<file path="src/rtl/struct_rec_pkg.sv">
// Shared types for the byte-to-record packer: element type, default record geometry, record layout, FSM states.
package struct_rec_pkg;

    typedef bit [7:0] byte_t;

    localparam int DEF_NUM_A = 8;
    localparam int REC_BYTES = DEF_NUM_A + 2;
    localparam int REC_W     = DEF_NUM_A * 8 + 16;

    // Element a[0] sits just above b, so a[NUM_A-1] lands in the record MSBs.
    typedef struct packed {
        byte_t [DEF_NUM_A-1:0] a;
        bit    [15:0]          b;
    } record_t;

    typedef enum logic {
        FILL = 1'b0,
        HOLD = 1'b1
    } state_t;

endpackage

</file>
<file path="src/rtl/struct_record_packer.sv">
// Packs one byte/cycle into {a[], b}; record is valid the cycle after its closing byte is taken.
// While a record is held in_ready stays low, and input reopens only on the cycle after the handoff.
module struct_record_packer
    import struct_rec_pkg::*;
#(
    parameter  int NUM_A   = DEF_NUM_A,
    localparam int N_BYTES = NUM_A + 2,
    localparam int LEN_W   = $clog2(N_BYTES + 1)
) (
    input  logic                   clk,
    input  logic                   rst,
    input  logic                   in_valid,
    output logic                   in_ready,
    input  logic [7:0]             in_data,
    input  logic                   in_last,
    output logic                   out_valid,
    input  logic                   out_ready,
    output logic [NUM_A*8+16-1:0]  out_data,
    output logic [LEN_W-1:0]       out_len
);

    localparam int K_W = $clog2(N_BYTES);
    localparam int A_W = $clog2(NUM_A);

    // Same layout as record_t, but sized by this instance's NUM_A.
    typedef struct packed {
        byte_t [NUM_A-1:0] a;
        bit    [15:0]      b;
    } rec_t;

    state_t           state_q, state_d;
    logic [K_W-1:0]   k_q, k_d;
    rec_t             rec_q, rec_d;
    logic [LEN_W-1:0] len_q, len_d;

    always_comb begin
        state_d = state_q;
        k_d     = k_q;
        rec_d   = rec_q;
        len_d   = len_q;
        case (state_q)
            FILL: begin
                if (in_valid) begin
                    if (k_q < K_W'(NUM_A)) begin
                        rec_d.a[k_q[A_W-1:0]] = in_data;
                    end else if (k_q == K_W'(NUM_A)) begin
                        rec_d.b[7:0] = in_data;
                    end else begin
                        rec_d.b[15:8] = in_data;
                    end
                    if (in_last || (k_q == K_W'(N_BYTES - 1))) begin
                        state_d = HOLD;
                        len_d   = LEN_W'(k_q) + LEN_W'(1);
                        k_d     = '0;
                    end else begin
                        k_d = k_q + K_W'(1);
                    end
                end
            end
            HOLD: begin
                // Clearing on handoff is what makes unwritten bytes of the next short record read as zero.
                if (out_ready) begin
                    state_d = FILL;
                    rec_d   = '0;
                    len_d   = '0;
                end
            end
            default: state_d = FILL;
        endcase
    end

    always_ff @(posedge clk) begin
        if (rst) begin
            state_q <= FILL;
            k_q     <= '0;
            rec_q   <= '0;
            len_q   <= '0;
        end else begin
            state_q <= state_d;
            k_q     <= k_d;
            rec_q   <= rec_d;
            len_q   <= len_d;
        end
    end

    assign in_ready  = (state_q == FILL);
    assign out_valid = (state_q == HOLD);
    assign out_data  = rec_q;
    assign out_len   = len_q;

endmodule

</file>
<file path="config.mk">
export PLATFORM = sky130hd
export DESIGN_NAME = struct_record_packer
export DESIGN_NICKNAME = d
export VERILOG_FILES = /design/src/rtl/struct_rec_pkg.sv /design/src/rtl/struct_record_packer.sv
export SDC_FILE = /design/constraint.sdc
export NUM_CORES = 1
export LEC_CHECK = 0
export CAP_MARGIN = 15
export CORE_MARGIN = 5
export CORE_UTILIZATION = 30
export DETAILED_ROUTE_END_ITERATION = 8
export GPL_TIMING_DRIVEN = 0
export SYNTH_ARGS = -nofsm -noshare
export SYNTH_HDL_FRONTEND = slang
export SYNTH_SLANG_ARGS = --single-unit
</file>
<file path="constraint.sdc">
create_clock -name clk -period 2.39 [get_ports clk]
set_input_delay 0.478 -clock clk [delete_from_list [all_inputs] [get_ports clk]]
set_output_delay 0.478 -clock clk [all_outputs]
set_load 0.03 [all_outputs]
</file>
Yosys cells after proc, flatten, opt, wreduce, memory -nomap -nowiden:

Cells that the tools add are included.
Widths: inputs -> output; s select.

* output and inout port bits: 86
* memory bits (read-only): 0
* input bits: 13
* word-level logic and storage cells: 53
* RAM bits: 0
* latch bits: 0
* memories: 0
* register bits after elaboration: 89

* divide/modulo/power cells: 0
* reductions and logical operators: 7
* $mul: 0
* bitwise operators: 1
* muxes and demuxes: 19
* equal/unequal tests: 9
* shift operators: 0
* add/sub/neg operators: 1
* order comparisons: 3

Operators with widths (number)
* $mux 80: 2
* $pmux 80 s2: 1
* $bwmux 64: 1
* $mux 64: 1
* $demux 8 s3: 1
* $mux 8: 3
* $mux 16: 1
* $mux 4: 4
* $eq 4x4->1 const B: 2
* $ne 2x2->1 const B: 4
* $pmux 4 s2: 1
* $reduce_and 4->1: 2
* $ne 2x1->1 const B: 3
* $reduce_and 3->1: 2
* $add 4x1->4 const B: 1
* $lt 3x4->1 const B: 1
* $lt 4x4->1 const B: 1
* $ge 3x1->1 const B: 1
* $mux 1: 3
* $pmux 1 s2: 1
* $reduce_and 2->1: 1
* $logic_and 1x1->1: 1
* $logic_or 1x1->1: 1
* $not 1->1: 1

Longest topological paths before layout:

Gate-level depths: netlist of the first run.

* depth after elaboration: 8
* gate-level depth with buffers: 8
* gate-level depth less buffers: 5

Least setup slack after synthesis of the first run:

OpenSTA, ideal clock, no wires.

* path type: reg-to-reg
* start point: register state_q, in the netlist out_valid
* end point: register rec_q, in the netlist out_data[47]
* data required time: 2241 ps
* arrival time: 1863 ps
* clock period less this slack: 2012 ps
* setup slack: 378 ps
* cell stages (with the launch flop): 6
* path buffers: 2
* library setup time: 149 ps
* cells stage by stage: dfxtp_1 buf_2 nand2_1 buf_2 a211oi_2 o21ai_0

* cells in the longest elaborated chain, start to end: 3
* elaborated cells on any way between the ends: 6
* classes of those cells: eq/ne (3); mux (1); bitwise (1); reduce/logical (1)

Ends and longest elaborated chain
* from (decl): line struct_record_packer.sv:31 `state_t state_q, state_d;`
* from (signal assigned): line struct_record_packer.sv:79 `state_q <= state_d;`
* $not 1->1 (no source line)
* $ne 2x1->1 (no source line) / $ne 2x2->1 (equally long branches)
* $reduce_and 3->1 (no source line)
* to (signal assigned): line struct_record_packer.sv:81 `rec_q <= rec_d;`
* to (decl): line struct_record_packer.sv:33 `rec_t rec_q, rec_d;`

Parallel ways exist; a longest one is shown, timed or not.
A chain may end at the register's enable or synchronous reset.

Worst setup path after layout of the first run:

* start point: input in_valid
* end point: register rec_q, in the netlist out_data[16]

* cells in the longest elaborated chain, start to end: 2

Ends and longest elaborated chain
* from (decl): line struct_record_packer.sv:12 `input logic in_valid,`
* $ne 2x2->1 (no source line)
* $reduce_and 3->1 (no source line)

Every way passes these cells.

==> results_dict.tcl, run 1 <==
set metrics [dict create \
    outcome "finished, final reports clean" \
    pre_cts_slack_ps -357.8 \
    grt_pass1_vias 3081 \
    tightest_slew_ps 1022 \
    drv_slew 0 \
    crit_arrival_ps 2560 \
    netlist_instances 365 \
    gr-usage-met2_pct 23.94 \
    critPathMaxFanout 8 \
    ys_warn_count 0 \
    cts_root_buf "clkbuf_16" \
    die-area_sq_um 14290 \
    syn_nets 381 \
    die_y_um 119.5 \
    ant_nets 0 \
    htree_levels 3 \
    grt_setup_unrepaired "no" \
    cp_data_required_time_ps 2650 \
    drive_gt1_share_pct 6.250 \
    grt_remaining_overflow 0 \
    drt_wl_total_um 10800 \
    post-route-min-period_ps 2299 \
    grt.busiest_layer "met2" \
    port_buffers 98 \
    multi_input_area_sq_um 1692 \
    fin_ws_ps 91.25 \
    ys_seq_area_share_pct 49.50 \
    use_met1_pct 18.23 \
    critPathCaptureType "flop" \
    drcViolationCount 0 \
    synth_edf_count 0 \
    drv_cap 0 \
    hold_viol 0 \
    io_pins 99 \
    initial_utilization_pct 30.22 \
    synth_cell_types 38 \
    netlist_area_sq_um 3600 \
    gp_congestion 0.7823 \
    drt_iter0_markers 175 \
    clkSinkCount 89 \
    finalSetupViolCount 0 \
    reg2reg_slack_ps 220 \
    peakVddDrop_v 0.0004365 \
    grt_util_met3_pct 5.655 \
    clock_path_buffers 2 \
    antenna_found_initial 0 \
    p_leak_nw 1.882 \
    fin_crit_sh_pct 96.18 \
    coreArea_sq_um 11910 \
    ys_ff_latch 89 \
    firstDrtPassIters 4 \
    finalNetCount 492 \
    cts_buffers 9 \
    via_count 3098 \
    hp-class "reg -> reg" \
    ctsHoldBuffers 0 \
    dp_cells 610 \
    clock_latency_ps 340 \
    grt_max_degree 15 \
    layout.cells.non_filler 627 \
    async_flop_share_pct 0 \
    crit_type "in -> reg" \
    vias_per_cell 4.941 \
    seqCellArea_sq_um 1782 \
    grt_pass1_wl_um 16620 \
    synth.avg_cell_area_sq_um 9.862 \
    ys.flop_type "dfxtp_1" \
    antennaDiodeCount 0 \
    placement_rows 40 \
    drt-wirelength-per-cell_um 17.22 \
    die_w_um 119.5 \
    power.density_nw_per_um2 607.7 \
    worst_clock_skew_ps 7.621 \
    fmax_ghz 0.4350 \
    fillers 1174 \
    tritoncts "yes" \
    dp_hpwl_um 7638 \
    synthToLayoutAreaGrowth_pct 40.98 \
    grt_usage_pct 14.93 \
    hold_ws_ps 458.2 \
    path_clk_slew_ps 60 \
    maxSlewHeadroom_pct 31.60 \
    worstSetupStartpointType "input pin" \
]
==> critical path: stages <==
cell             delay [ps]
clkdlybuf4s50_1         590
or3b_1                  390
buf_6                   160
a2111oi_4               690
mux2i_1                 250
==> metrics by stage <==
step           power, mW  utilization (%)  area [sq um]  setup TNS, ps
2_1_floorplan      1.710                -          3600              0
3_3_place_gp       1.828            40.00          4765         -11730
3_5_place_dp       1.832            40.00          4765         -12350
4_1_cts            3.122            42.18          5025              0
5_1_grt            3.202            42.61          5075              0
6_report           3.084            42.61          5075              0
==> power by group <==
part / internal (mW) / total (mW) / switching, mW
registers: 1.50 / 1.51 / 0.0113
logic: 0.101 / 0.289 / 0.189
clock network: 0.697 / 1.28 / 0.584
total: 2.30 / 3.08 / 0.784
==> worst paths after layout <==
path | start | to | depth (start not counted)
worst max-delay path | in_valid | out_data[16] | 5
worst min-delay path | out_data[36] | out_data[36] | 2
worst max register to register | k_q[0] | out_data[6] | 8
worst min register to register | out_data[36] | out_data[36] | 2
==> state kept, by name, indices dropped and copies added (netlist names) <==
| register | cells |
|---|---|
| k_q | 4 |
| out_valid | 1 |
| out_len | 4 |
| out_data | 80 |
==> per-layer routing <==
metal  routed length, um  part of all wire [%]  vias to the layer above
met1                4798                    44                     1482
met3                 783                   7.2                       15
met5                   0                     0                        -
li1                    -                     -                     1511
met4                 248                   2.3                        0
met2                4970                    46                       90
==> repair_timing <==
item                       4_1_cts  5_1_grt
buffers inserted                 0        2
setup endpoints to repair        2       26
pin swaps                        2        1
gates resized for setup          0        2
==> cells in the final DEF, fill, tap and decap left out, drive strengths merged, types with 9 or more instances in the layout <==
master / synthesis / layout
nand2: 72 / 72
a21oi: 20 / 20
nand3: 10 / 10
nand4: 9 / 9
mux2i: 59 / 59
o211ai: 19 / 19
buf: 8 / 10
dfxtp: 89 / 89
clkbuf: 20 / 30
clkdlybuf4s50: 0 / 97
==> kinds of logic (layout without fill, tap and decap cells) <==
kind of cell	Yosys count	after routing	synth area share, %
adder cells (fa/ha/maj)	3	3	1.043
AO/OA/AOI/OAI	56	56	12.37
buffers and inverters	32	147	3.719
XOR/XNOR	1	1	0.2434
AND/OR/NAND/NOR	123	123	16.09
flip-flops	89	89	49.50
multiplexers	61	61	17.03
==> cell type report <==
type                            count  share of cell area, %
Timing Repair Buffer              100                  20.17
Sequential cell                    89                  35.11
Multi-Input combinational cell    244                  33.33
Tap cell                          147                  3.624
Inverter                            4                 0.2959
Buffer                             28                  2.342
Clock inverter                      5                 0.6164
Clock buffer                       10                  4.512
==> synthesized netlist by cell type, types with 2 or more instances <==
library cell / number / area (sq um)
o211ai_1: 19 / 142.6
nand2b_1: 3 / 18.77
nor3b_1: 5 / 37.54
nand3b_1: 3 / 22.52
nand4_1: 9 / 56.30
nor2b_1: 4 / 25.02
clkbuf_1: 20 / 75.07
buf_2: 5 / 25.02
inv_1: 3 / 11.26
mux2_2: 2 / 22.52
nor3_1: 2 / 10.01
or4_1: 2 / 15.01
nand3_1: 10 / 50.05
ha_1: 3 / 37.54
o2bb2ai_1: 3 / 26.28
buf_1: 2 / 7.510
a21oi_1: 20 / 100.1
mux2i_1: 59 / 590.6
nor2_1: 8 / 30.03
o21ai_0: 2 / 10.01
a2111oi_4: 3 / 82.58
dfxtp_1: 89 / 1782
nand2_1: 72 / 270.3
a32o_1: 3 / 30.03
(Power assumes the default switching activity.)
==> run 2, diff against run 1 <==
- HOLD_SLACK_MARGIN: unset -> 0.03
==> results of run 2 <==
Final layout, timing and power as in run 1 (identical DEF).
==> run 3, diff against run 2 <==
- TNS_END_PERCENT: unset -> 20
- clock period: 2.39 -> 2.1 ns (I/O delays scaled with it)
==> run 3 against run 2 <==
  * Critical path depth is 1 lower
  * Clock-buffer cell count stayed put
  * Sequential power is 14% higher
  * First-iteration DRC count is 12% higher
  * Clock power is 13% higher
  * Clock skew is 1.3 ps lower
  * Hold slack hardly changed
  * Register-to-register slack worse by 130 ps
  * Setup slack worse by 2.0 ps
  * Largest cell class unchanged
  * Highest routed layer unchanged
==> results_dict.tcl, run 3 (synthesis results as in run 1) <==
set metrics [dict create \
    cp_slowest_cell "o211ai_1" \
    hp-class "reg -> reg" \
    ant_nets 0 \
    grt_pass1_vias 3090 \
    path_buf_inv 2 \
    power.density_nw_per_um2 687.9 \
    tritoncts "yes" \
    die_y_um 119.5 \
    finalSetupViolCount 0 \
    gp_congestion 0.7823 \
    ctsHoldBuffers 0 \
    largest_register_ff_count 80 \
    multi_input_area_sq_um 1698 \
    hold_viol 0 \
    die-area_sq_um 14290 \
    grt_max_degree 15 \
    final_common_cell "clkdlybuf4s50_1" \
    grt_setup_unrepaired "yes" \
    crit_arrival_ps 2250 \
    grt_usage_pct 15.04 \
    final_cell_mix "clkdlybuf4s50_1 (95), dfxtp_1 (89), nand2_1 (71)" \
    r2r-start "k_q[2]" \
    crit_type "reg -> reg" \
    peakVddDrop_v 0.0004893 \
    cp_data_required_time_ps 2340 \
    path_cells "clkbuf_1 -> buf_2 -> o211ai_1 -> a32o_1" \
    drv_slew 0 \
    tightest_slew_ps 987.1 \
    cts_root_buf "clkbuf_16" \
    antenna_found_initial 0 \
    worstHoldEndpoint "out_data[36]" \
    drv_cap 0 \
    cts_buffers 9 \
    synthToLayoutAreaGrowth_pct 41.71 \
    worstSetupStartpointType "flop" \
    fin_crit_sh_pct 95.75 \
    p_leak_nw 1.921 \
    worst_clock_skew_ps 6.303 \
    design_area_sq_um 5101 \
    vias_per_cell 4.895 \
    path_clk_slew_ps 60 \
    antennaDiodeCount 0 \
    placedInstanceArea_sq_um 4765 \
    clock_latency_ps 340 \
    coreArea_sq_um 11910 \
    port_buffers 98 \
    critPathMaxFanout 10 \
    cp_slowest_stage_delay_ps 430 \
    hp-start "out_data[36]" \
    worstReg2RegEnd "out_data[55]" \
    drt_iter0_markers 196 \
    io_pins 99 \
    grt_pass1_wl_um 16730 \
    drive_gt1_share_pct 9.167 \
    clkSinkCount 89 \
    fmax_ghz 0.4973 \
    via_count 3069 \
    htree_levels 3 \
    min_path_cells 2 \
    seqCellArea_sq_um 1782 \
    outcome "finished, final reports clean" \
    critPathCaptureType "flop" \
    maxSlewHeadroom_pct 33.90 \
    ff2ff_path_depth 4 \
    drt-wirelength-per-cell_um 17.17 \
    clock_path_buffers 2 \
    fin_setup_tns_ps 0 \
    initial_utilization_pct 30.22 \
    drt_wl_total_um 10770 \
    finalNetCount 492 \
    firstDrtPassIters 4 \
    utilization_pct 42.83 \
    die_w_um 119.5 \
    placement_rows 40 \
    post-route-min-period_ps 2011 \
    grt_remaining_overflow 0 \
    dp_hpwl_um 7638 \
    drcViolationCount 0 \
    path_delay_family "compound AO/OA/AOI/OAI gates" \
    fillers 1170 \
    reg2reg_slack_ps 90 \
]
[run 3: final cells by class]
class	instances	share of cell area (%)
clock inverters	5	0.6132
inverters	4	0.3679
multi-input cells	244	33.28
repair buffers	101	20.16
well taps	147	3.606
clock buffers	10	4.489
plain buffers	27	2.551
flip-flops and latches	89	34.93
[run 3: how the worst max path moves through the flow]
stage               slack [ps]  depth (start not counted)            to       from
floorplan                   90                          5  out_data[47]  out_valid
detailed placement        -590                          5  out_data[37]   in_valid
global placement          -560                          5  out_data[29]   in_valid
finish                      90                          4  out_data[55]     k_q[2]
CTS                          9                          3      in_ready  out_valid
global route               -40                          4  out_data[55]     k_q[2]
[run 3: metal layers]
layer / GRT usage, % / share of wire [%] / vias to the layer above
met1: 18.50 / 45 / 1459
met2: 24.01 / 46 / 90
met5: 0 / 0 / -
met3: 5.655 / 6.7 / 13
li1: - / - / 1507
met4: 5.583 / 2.3 / 0
[run 3: timing repair]
item                                    CTS  global route
endpoints found under the setup margin   43            71
setup buffers                             2             1
resized for setup                         6            18
pin swaps                                 4             2
[run 3: power breakdown]
part	switching [mW]	internal [mW]	total (mW)	leakage (nW)
logic	0.215	0.117	0.332	1.07
clock network	0.661	0.793	1.45	0.128
registers	0.0130	1.71	1.72	0.719
total	0.889	2.62	3.51	1.92
[run 3: worst reg2reg max path: stages (launching register included)]
cell	delay [ps]
dfxtp_1	300
clkbuf_1	420
buf_2	340
o211ai_1	440
a32o_1	420
[run 3: per-stage QoR]
step / power (mW) / cells / worst slack (ps) / hold WS (ps)
2_1_floorplan: 1.946 / 365 / 87.66 / 567.7
3_3_place_gp: 2.081 / 610 / -557.6 / 444.2
3_5_place_dp: 2.085 / 610 / -589.8 / 449.6
4_1_cts: 3.558 / 627 / 8.664 / 463.2
5_1_grt: 3.648 / 627 / -40.61 / 483.8
6_report: 3.509 / 627 / 89.22 / 458.2
